--- src/rtl/axi_burst_read_engine_if.sv ---
// AXI4 read-address/read-data channels plus the AXI4-Stream output of the burst read engine.
// The master modport is the engine side; the slave modport is the memory/stream-sink side.
interface axi_burst_read_engine_if #(
  parameter int ADDR_WIDTH = 48,
  parameter int DATA_WIDTH = 128,
  parameter int ID_WIDTH   = 4
);
  logic [ADDR_WIDTH-1:0] m_axi_araddr;
  logic [7:0]            m_axi_arlen;
  logic [2:0]            m_axi_arsize;
  logic [1:0]            m_axi_arburst;
  logic [ID_WIDTH-1:0]   m_axi_arid;
  logic                  m_axi_arvalid;
  logic                  m_axi_arready;

  logic [DATA_WIDTH-1:0] m_axi_rdata;
  logic [1:0]            m_axi_rresp;
  logic                  m_axi_rlast;
  logic [ID_WIDTH-1:0]   m_axi_rid;
  logic                  m_axi_rvalid;
  logic                  m_axi_rready;

  logic [DATA_WIDTH-1:0] m_axis_tdata;
  logic                  m_axis_tvalid;
  logic                  m_axis_tready;
  logic                  m_axis_tlast;

  modport master (
    output m_axi_araddr, m_axi_arlen, m_axi_arsize, m_axi_arburst, m_axi_arid, m_axi_arvalid,
    input  m_axi_arready,
    input  m_axi_rdata, m_axi_rresp, m_axi_rlast, m_axi_rid, m_axi_rvalid,
    output m_axi_rready,
    output m_axis_tdata, m_axis_tvalid, m_axis_tlast,
    input  m_axis_tready
  );

  modport slave (
    input  m_axi_araddr, m_axi_arlen, m_axi_arsize, m_axi_arburst, m_axi_arid, m_axi_arvalid,
    output m_axi_arready,
    output m_axi_rdata, m_axi_rresp, m_axi_rlast, m_axi_rid, m_axi_rvalid,
    input  m_axi_rready,
    input  m_axis_tdata, m_axis_tvalid, m_axis_tlast,
    output m_axis_tready
  );
endinterface

--- src/rtl/axi_burst_read_engine.sv ---
// AXI4 burst read master: issues cfg_burst_count INCR bursts from a latched base address, one
// outstanding at a time, and passes the returned beats straight through to an AXI4-Stream port.
module axi_burst_read_engine #(
  parameter int ADDR_WIDTH = 48,
  parameter int DATA_WIDTH = 128,
  parameter int ID_WIDTH   = 4,
  parameter int ARID_VALUE = 0
) (
  input  logic                    aclk,
  input  logic                    areset,
  input  logic [ADDR_WIDTH-1:0]   cfg_base_address,
  input  logic [31:0]             cfg_burst_count,
  input  logic [8:0]              cfg_burst_len,
  input  logic                    start,
  input  logic                    loop_enable,
  output logic                    busy,
  output logic                    rresp_error,
  axi_burst_read_engine_if.master bus
);

  typedef enum logic [1:0] {
    IDLE = 2'd0,
    ADDR = 2'd1,
    DATA = 2'd2
  } state_t;

  // Zero-length requests become single beats; anything above 256 saturates at the AXI4 maximum.
  function automatic logic [7:0] calc_arlen(input logic [8:0] len);
    logic [8:0] len_m1;
    len_m1 = len - 9'd1;
    if (len == 9'd0) begin
      calc_arlen = 8'd0;
    end else if (len > 9'd256) begin
      calc_arlen = 8'd255;
    end else begin
      calc_arlen = len_m1[7:0];
    end
  endfunction

  state_t                state_r;
  state_t                state_s;
  logic [ADDR_WIDTH-1:0] base_r;
  logic [ADDR_WIDTH-1:0] addr_r;
  logic [31:0]           count_r;
  logic [31:0]           burst_idx_r;
  logic [7:0]            arlen_r;
  logic                  rresp_error_r;

  logic                  start_accept_s;
  logic                  beat_s;
  logic                  burst_end_s;
  logic                  last_burst_s;
  logic [ADDR_WIDTH-1:0] step_s;
  logic                  unused_s;

  // Low address nibble is forced to zero and rid carries no meaning for a single-ID master.
  assign unused_s = ^{bus.m_axi_rid, cfg_base_address[3:0]};

  // Handshake qualifiers and the byte step from one burst to the next
  always_comb begin
    start_accept_s = (state_r == IDLE) && start && (cfg_burst_count != 32'd0);
    beat_s         = (state_r == DATA) && bus.m_axi_rvalid && bus.m_axis_tready;
    burst_end_s    = beat_s && bus.m_axi_rlast;
    last_burst_s   = ((burst_idx_r + 32'd1) == count_r);
    step_s         = ADDR_WIDTH'({({1'b0, arlen_r} + 9'd1), 4'b0000});
  end

  // Next-state logic
  always_comb begin
    state_s = state_r;
    case (state_r)
      IDLE: begin
        if (start_accept_s) begin
          state_s = ADDR;
        end else begin
          state_s = IDLE;
        end
      end
      ADDR: begin
        if (bus.m_axi_arready) begin
          state_s = DATA;
        end else begin
          state_s = ADDR;
        end
      end
      DATA: begin
        if (burst_end_s) begin
          if (!last_burst_s || loop_enable) begin
            state_s = ADDR;
          end else begin
            state_s = IDLE;
          end
        end else begin
          state_s = DATA;
        end
      end
      default: begin
        state_s = IDLE;
      end
    endcase
  end

  // Output decode: AR fields come from registers, the R-to-stream path is a direct pass-through
  always_comb begin
    bus.m_axi_araddr  = addr_r;
    bus.m_axi_arlen   = arlen_r;
    bus.m_axi_arsize  = 3'b100;
    bus.m_axi_arburst = 2'b01;
    bus.m_axi_arid    = ID_WIDTH'(ARID_VALUE);
    bus.m_axi_arvalid = (state_r == ADDR);
    bus.m_axi_rready  = 1'b0;
    bus.m_axis_tvalid = 1'b0;
    bus.m_axis_tlast  = 1'b0;
    bus.m_axis_tdata  = {DATA_WIDTH{1'b0}};
    busy              = (state_r != IDLE);
    rresp_error       = rresp_error_r;
    if (state_r == DATA) begin
      bus.m_axi_rready  = bus.m_axis_tready;
      bus.m_axis_tvalid = bus.m_axi_rvalid;
      bus.m_axis_tlast  = bus.m_axi_rvalid && bus.m_axi_rlast && last_burst_s;
      bus.m_axis_tdata  = bus.m_axi_rdata;
    end else begin
      bus.m_axi_rready  = 1'b0;
      bus.m_axis_tvalid = 1'b0;
      bus.m_axis_tlast  = 1'b0;
      bus.m_axis_tdata  = {DATA_WIDTH{1'b0}};
    end
  end

  // State register, latched configuration, burst walk and sticky error flag
  always_ff @(posedge aclk) begin
    if (areset) begin
      state_r       <= IDLE;
      base_r        <= {ADDR_WIDTH{1'b0}};
      addr_r        <= {ADDR_WIDTH{1'b0}};
      count_r       <= 32'd0;
      burst_idx_r   <= 32'd0;
      arlen_r       <= 8'd0;
      rresp_error_r <= 1'b0;
    end else begin
      state_r <= state_s;
      if (start_accept_s) begin
        base_r      <= {cfg_base_address[ADDR_WIDTH-1:4], 4'b0000};
        addr_r      <= {cfg_base_address[ADDR_WIDTH-1:4], 4'b0000};
        count_r     <= cfg_burst_count;
        burst_idx_r <= 32'd0;
        arlen_r     <= calc_arlen(cfg_burst_len);
      end else if (burst_end_s) begin
        if (!last_burst_s) begin
          burst_idx_r <= burst_idx_r + 32'd1;
          addr_r      <= addr_r + step_s;
        end else if (loop_enable) begin
          burst_idx_r <= 32'd0;
          addr_r      <= base_r;
        end else begin
          burst_idx_r <= 32'd0;
          addr_r      <= addr_r;
        end
      end else begin
        burst_idx_r <= burst_idx_r;
        addr_r      <= addr_r;
      end
      if (beat_s && (bus.m_axi_rresp != 2'b00)) begin
        rresp_error_r <= 1'b1;
      end else begin
        rresp_error_r <= rresp_error_r;
      end
    end
  end

endmodule

--- src/flat_wrapper.sv ---
// flat-port wrapper written by rule: the top's interface ports become plain ports
module axi_burst_read_engine_flat 
#(
  parameter int ADDR_WIDTH = 48,
  parameter int DATA_WIDTH = 128,
  parameter int ID_WIDTH   = 4,
  parameter int ARID_VALUE = 0
)
  (aclk, areset, cfg_base_address, cfg_burst_count, cfg_burst_len, start, loop_enable, busy, rresp_error, bus_m_axi_araddr, bus_m_axi_arlen, bus_m_axi_arsize, bus_m_axi_arburst, bus_m_axi_arid, bus_m_axi_arvalid, bus_m_axi_arready, bus_m_axi_rdata, bus_m_axi_rresp, bus_m_axi_rlast, bus_m_axi_rid, bus_m_axi_rvalid, bus_m_axi_rready, bus_m_axis_tdata, bus_m_axis_tvalid, bus_m_axis_tlast, bus_m_axis_tready);
  axi_burst_read_engine_if #(.ADDR_WIDTH(ADDR_WIDTH), .DATA_WIDTH(DATA_WIDTH), .ID_WIDTH(ID_WIDTH)) bus_i ();
  input  logic aclk;
  input  logic areset;
  input  logic [ADDR_WIDTH-1:0] cfg_base_address;
  input  logic [31:0] cfg_burst_count;
  input  logic [8:0] cfg_burst_len;
  input  logic start;
  input  logic loop_enable;
  output logic busy;
  output logic rresp_error;
  output wire logic [$bits(bus_i.m_axi_araddr)-1:0] bus_m_axi_araddr;
  output wire logic [$bits(bus_i.m_axi_arlen)-1:0] bus_m_axi_arlen;
  output wire logic [$bits(bus_i.m_axi_arsize)-1:0] bus_m_axi_arsize;
  output wire logic [$bits(bus_i.m_axi_arburst)-1:0] bus_m_axi_arburst;
  output wire logic [$bits(bus_i.m_axi_arid)-1:0] bus_m_axi_arid;
  output wire logic [$bits(bus_i.m_axi_arvalid)-1:0] bus_m_axi_arvalid;
  input wire logic [$bits(bus_i.m_axi_arready)-1:0] bus_m_axi_arready;
  input wire logic [$bits(bus_i.m_axi_rdata)-1:0] bus_m_axi_rdata;
  input wire logic [$bits(bus_i.m_axi_rresp)-1:0] bus_m_axi_rresp;
  input wire logic [$bits(bus_i.m_axi_rlast)-1:0] bus_m_axi_rlast;
  input wire logic [$bits(bus_i.m_axi_rid)-1:0] bus_m_axi_rid;
  input wire logic [$bits(bus_i.m_axi_rvalid)-1:0] bus_m_axi_rvalid;
  output wire logic [$bits(bus_i.m_axi_rready)-1:0] bus_m_axi_rready;
  output wire logic [$bits(bus_i.m_axis_tdata)-1:0] bus_m_axis_tdata;
  output wire logic [$bits(bus_i.m_axis_tvalid)-1:0] bus_m_axis_tvalid;
  output wire logic [$bits(bus_i.m_axis_tlast)-1:0] bus_m_axis_tlast;
  input wire logic [$bits(bus_i.m_axis_tready)-1:0] bus_m_axis_tready;
  assign bus_m_axi_araddr = bus_i.m_axi_araddr;
  assign bus_m_axi_arlen = bus_i.m_axi_arlen;
  assign bus_m_axi_arsize = bus_i.m_axi_arsize;
  assign bus_m_axi_arburst = bus_i.m_axi_arburst;
  assign bus_m_axi_arid = bus_i.m_axi_arid;
  assign bus_m_axi_arvalid = bus_i.m_axi_arvalid;
  assign bus_i.m_axi_arready = bus_m_axi_arready;
  assign bus_i.m_axi_rdata = bus_m_axi_rdata;
  assign bus_i.m_axi_rresp = bus_m_axi_rresp;
  assign bus_i.m_axi_rlast = bus_m_axi_rlast;
  assign bus_i.m_axi_rid = bus_m_axi_rid;
  assign bus_i.m_axi_rvalid = bus_m_axi_rvalid;
  assign bus_m_axi_rready = bus_i.m_axi_rready;
  assign bus_m_axis_tdata = bus_i.m_axis_tdata;
  assign bus_m_axis_tvalid = bus_i.m_axis_tvalid;
  assign bus_m_axis_tlast = bus_i.m_axis_tlast;
  assign bus_i.m_axis_tready = bus_m_axis_tready;
  axi_burst_read_engine #(.ADDR_WIDTH(ADDR_WIDTH), .DATA_WIDTH(DATA_WIDTH), .ID_WIDTH(ID_WIDTH), .ARID_VALUE(ARID_VALUE)) u_core (.aclk(aclk), .areset(areset), .cfg_base_address(cfg_base_address), .cfg_burst_count(cfg_burst_count), .cfg_burst_len(cfg_burst_len), .start(start), .loop_enable(loop_enable), .busy(busy), .rresp_error(rresp_error), .bus(bus_i));
endmodule
--- config.mk ---
export PLATFORM = sky130hd
export DESIGN_NAME = axi_burst_read_engine_flat
export DESIGN_NICKNAME = d
export VERILOG_FILES = /design/src/rtl/axi_burst_read_engine_if.sv /design/src/rtl/axi_burst_read_engine.sv /design/src/flat_wrapper.sv
export SDC_FILE = /design/constraint.sdc
export NUM_CORES = 1
export LEC_CHECK = 0
export ABC_AREA = 1
export CORE_ASPECT_RATIO = 0.7
export CORE_MARGIN = 2
export CORE_UTILIZATION = 30
export DETAILED_ROUTE_END_ITERATION = 6
export SETUP_SLACK_MARGIN = 0.2
export SYNTH_ARGS = -nofsm -noshare
export SYNTH_HDL_FRONTEND = slang
export SYNTH_SLANG_ARGS = --single-unit
--- constraint.sdc ---
create_clock -name aclk -period 3.5 [get_ports aclk]
set_input_delay 0.7 -clock aclk [delete_from_list [all_inputs] [get_ports aclk]]
set_output_delay 0.7 -clock aclk [all_outputs]
set_load 0.02 [all_outputs]
# Word level (Yosys, flattened, before mapping)
# Cells that the tools add are included.
[word_totals]
output_inout_bits = 199
register_bits = 167
inputBits = 231
elab_cells = 53
[op_classes]
n_addsub = 4
n_reduce_logical = 19
mux = 16
n_lt_le_gt_ge = 1
eq_ne = 5
[ops]
columns = ["op", "count"]
rows = [
  ["48-bit 2-to-1 mux", 4],
  ["128-bit 2-to-1 mux", 1],
  ["48-bit by 13-bit adder with 48-bit output", 1],
  ["32-bit by 1-bit adder with 32-bit output, second input constant", 1],
  ["32-bit == test", 1],
  ["32-bit 2-to-1 mux", 1],
  ["32-bit nonzero test", 1],
  ["8-bit 2-to-1 mux", 2],
  ["8-bit by 1-bit adder with 9-bit output, second input constant", 1],
  ["9-bit greater-than comparator, second input constant", 1],
  ["9-bit zero test", 1],
  ["1-bit logical AND", 8],
  ["8-bit by 1-bit subtractor with 8-bit output, second input constant", 1],
  ["2-bit case mux with 3 select lines", 1],
  ["2-bit nonzero test", 3],
  ["1-bit 2-to-1 mux", 5],
  ["2-bit 2-to-1 mux", 2],
  ["2-bit AND reduction", 2],
  ["3-bit by 2-bit != test with 1-bit output, second input constant", 1],
  ["2-bit by 1-bit == test with 1-bit output, second input constant", 1],
  ["2-bit == test, second input constant", 1],
  ["2-bit zero test", 1],
  ["2-bit != test, second input constant", 1],
  ["2-bit OR reduction", 1],
  ["other kinds (2)", 2],
]

# Logic depth before layout (Yosys ltp)
[logic_depth]
word_depth = 7
depth_mapped = 22
depth_no_buf = 21

# Least setup slack after synthesis
# OpenSTA, ideal clock, no wires.
[synth_path]
kind = "flip-flop to output port"
startpoint = "reg u_core.burst_idx_r[0]"
endpoint = "out bus_m_axis_tlast"
n_path_buf = 1
arrival_time_ns = 2.783
path_slack_ns = 0.017
path_stages_with_launch = 15
cell_sequence = "dfxtp_1 ha_1 nand2_2 nor2_8 nand2_4 nor2_4 nand2_1 nand3_1 nand4_1 nor2_1 nand2_1 nor2_8 nand3_4 buf_1 nor4_1"
[synth_via]
elab_chain_len = 4
[synth_rtl]
columns = ["item", "line_no", "rtl"]
rows = [
  ["start: declaration", "axi_burst_read_engine.sv:45", "logic [31:0] burst_idx_r;"],
  ["start signal: assignment", "axi_burst_read_engine.sv:150", "burst_idx_r <= burst_idx_r + 32'd1;"],
  ["start signal: assignment", "axi_burst_read_engine.sv:160", "burst_idx_r <= burst_idx_r;"],
  ["32-bit by 1-bit adder with 32-bit output", "axi_burst_read_engine.sv:64", "last_burst_s = ((burst_idx_r + 32'd1) == count_r);"],
  ["32-bit == test", "axi_burst_read_engine.sv:64", ""],
  ["1-bit logical AND", "axi_burst_read_engine.sv:120", "bus.m_axis_tlast = bus.m_axi_rvalid && bus.m_axi_rlast && last_burst_s;"],
  ["1-bit 2-to-1 mux", "axi_burst_read_engine.sv:117", "if (state_r == DATA) begin"],
  ["end: declaration", "flat_wrapper.sv:35", "output wire logic [$bits(bus_i.m_axis_tlast)-1:0] bus_m_axis_tlast;"],
]
# No other way between the ends.

# Final worst setup path
[layout_path]
startpoint = "reg u_core.burst_idx_r[4]"
endpoint = "out bus_m_axis_tlast"
# Same word-level chain as after synthesis.

==> key figures <==
Run status
  – Status: finished, violations left
  – Failing checks: setup timing

Timing
  – Final Max Tran Viols: 0
  – Worst setup margin: -0.0322 ns
  – Finish-stage setup viols: 1
  – Min Tclk post-route: 3.53 ns
  – F_max: 0.283 GHz
  – Final hold viol count: 0
  – WHS: 0.429 ns
  – Rel. slew slack: 0.527
  – Period utilization: 1.01
  – RSZ-0062 raised after global routing: true
  – Final Skew: 0.0126 ns
  – Tightest Pin Transition: 0.703 ns

Clock network
  – Clock transition at the registers of the reported paths: 0.07 ns
  – H-tree depth: 4
  – Sink Count: 167
  – Clk_lat worst skew: 0.45 ns
  – CTS buffer count: 17
  – Number of hold buffers added after CTS: 0
  – Clock tree buffer depth: 2
  – Root buf cell: clkbuf_16
  – TritonCTS clock tree: done

Run
  – Max-Cap Viols: 0

Worst hold path
  – Hold Crit Class: flip-flop to flip-flop

Setup path
  – Startpoint Class: flip-flop
  – Most frequent CP cell: nand2_1
  – Setup CP Type: flip-flop to primary output
  – CP endpoint kind: primary output
  – Slowest CP cell: dfxtp_1
  – Delay-heaviest family, CP: simple AND/OR/NAND/NOR gates
  – WP buf/inv: 1
  – Worst-path cell chain: nand2_1 > nor2_4 > nand2_4 > nor2_8 > nand2_1 > nand2_1 > nand2_1 > nand2_1 > nand2_1 > nor2_1 > nand2_2 > nor2_8 > nand3_4 > nor4_4 > buf_4
  – Slowest cell delay on critical path: 0.41 ns
  – Arr. time, crit path: 2.83 ns
  – Worst path required time: 2.80 ns
  – CP Max Fanout: 7

Logic synthesis
  – Post-synthesis sequential area ratio: 0.281
  – Top area cells in the synthesized netlist: dfxtp_1, nand2_1, nor2_1
  – Post-synthesis register bit count: 167
  – Mapped cell area: 11,900 um^2
  – Netlist cell types: 41
  – Dominant cell type by area after synthesis: dfxtp_1
  – Synthesized area per cell: 5.81 um^2
  – Post-synth top area share: 0.281
  – Yosys Warn Count: 0
  – Mapped Cells: 2,045

Placement
  – Placed Area: 16,900 um^2
  – Pre-CTS setup slack: -0.0640 ns
  – Dpl hpwl: 48,200 um
  – Dpl cells: 2,974
  – Port Buffers: 412
  – Gp weighted congestion: 0.959

Power and ir drop
  – Power density over cell area: 317 nW/um^2
  – Leakage: 0.00778 uW
  – Worst VDD drop: 0.356 mV

Floorplanning
  – Core ar.: 38,700 um^2
  – Num rows: 60
  – Io pins: 430
  – Die area: 41,200 um^2
  – Starting density of the core: 0.307
  – Die width: 242 um
  – Die Height: 170 um

Cells and area
  – # fillers: 4,132
  – Final instance area: 17,900 um^2
  – Layout cells sized above 1: 0.0869
  – Area Overhead vs Synth: 50.8%
  – Finished Layout Cells: 3,026
  – Final core utilization: 0.462
  – Fin nets: 2,728

Global route
  – GRT Util Overall: 0.278
  – GRT Residual Overflow: 0
  – First-pass GRT wire length: 85,800 um
  – Vias in the first global route: 13.9k
  – Pin count of the biggest net entering global routing: 107
  – Initial antenna violation count: 2

Routing
  – WL per Instance: 19.5 um
  – Initial DRT Pass Iterations: 5
  – Vias per Instance: 4.93
  – Via count: 14.9k
  – Post-Route WL: 59,000 um
  – DRT iter0 DRCs: 1,105
  – # DRC: 0
  – Antenna-violating nets left: 0
synthesized netlist by cell type, drive strengths merged:
library cell / count
dfxtp: 167
nor4: 11
inv: 319
a21oi: 141
nor2: 363
nand3: 157
nor3: 24
o22ai: 27
buf: 23
conb: 2
ha: 13
clkbuf: 60
o21ai: 95
fa: 1
or2: 3
clkinv: 4
nand3b: 11
nand4: 39
nor3b: 2
and2: 1
nand2: 525
o31ai: 1
xnor2: 18
o21bai: 2
a22oi: 1
a21o: 1
xor2: 34
through the flow:
step,setup TNS (ns),power [uW]
floorplan,0,2950
global placement,-0.132,3770
detailed placement,-0.135,3780
CTS,-0.0151,5690
global route,-0.227,5940
finish,-0.0322,5680
power breakdown:
part           switching [uW]  total [uW]  internal, uW  leakage (uW)
Clock                     878        1900          1030      0.000271
Sequential                134        2160          2030       0.00138
Combinational             894        1610           720       0.00613
state kept, by name, summed over array words and instances (netlist names):
name                     cells
u_core.base_r               44
u_core.burst_idx_r          32
u_core.bus.m_axi_araddr     48
u_core.bus.m_axi_arlen       8
u_core.count_r              32
u_core.rresp_error           1
u_core.state_r               2
layer usage:
metal	global-route usage	wire, um	vias to the layer above
met5	0	0	-
met2	0.478	28500	557
met4	0.0972	1880	0
met1	0.347	24600	7036
li1	-	-	7275
met3	0.0539	4030	53
worst register-to-register path: stages, from the launching register on:
cell and delay, ns:
dfxtp_4 0.36, ha_2 0.34, inv_1 0.06, fa_1 0.48, nand3b_1 0.20, nand2_1 0.16
a21oi_1 0.10, o21ai_1 0.21, nand2_1 0.12, nand2_1 0.18, nand2_1 0.15, nor3_1 0.23
xor2_1 0.18, inv_1 0.05, a21oi_1 0.12, nor2_1 0.05, nor2_1 0.08
path summary, 6_finish.rpt:
kind | from | endpoint | slack [ns] | cells past startpoint
max | u_core.burst_idx_r[4] | bus_m_axis_tlast | -0.03 | 15
min | u_core.bus.m_axi_araddr[3] | u_core.bus.m_axi_araddr[3] | 0.43 | 2
max reg2reg | u_core.bus.m_axi_arlen[0] | u_core.bus.m_axi_araddr[44] | 0.36 | 16
min reg2reg | u_core.bus.m_axi_araddr[3] | u_core.bus.m_axi_araddr[3] | 0.43 | 2
cells by family (layout without fill, tap and decap cells):
kind of cell | Yosys count | count (layout) | share of synthesized area
other | 2 | 12 | 0.000632
adder cells (fa/ha/maj) | 14 | 14 | 0.0154
buffers and inverters | 406 | 850 | 0.134
AND/OR/NAND/NOR | 1136 | 1136 | 0.413
flip-flops | 167 | 167 | 0.281
AO/OA/AOI/OAI | 268 | 268 | 0.117
XOR/XNOR | 52 | 52 | 0.0383
layout by cell type, fill, tap and decap left out, drive strengths merged, types with 4 or more instances in the layout:
cell type	instances
inv	321
xor2	34
clkinv	8
nor4	11
buf	85
nor3	24
ha	13
a21oi	141
clkinvlp	4
clkdlybuf4s50	410
conb	9
nand3	157
o22ai	27
dfxtp	167
nand3b	11
o21ai	95
xnor2	18
nor2	363
nand2	525
nand4	39
clkbuf	20
repair_timing:
action                                  in CTS  in global routing
gates resized for setup                     40                 44
pin swaps                                    6                 23
endpoints found under the setup margin      29                 63
setup buffers                                7                 10
layout make-up:
cell class / instances / area (um^2) / area share
inverters: 323 / 1230 / 0.0686
clock inverters: 12 / 116 / 0.00650
multi-input cells: 1479 / 7190 / 0.401
diodes: 3 / 7.51 / 0.000419
repair buffers: 495 / 4880 / 0.273
flip-flops and latches: 167 / 3370 / 0.188
clock buffers: 20 / 457 / 0.0255
well taps: 527 / 659 / 0.0368
(Power assumes the default switching activity.)
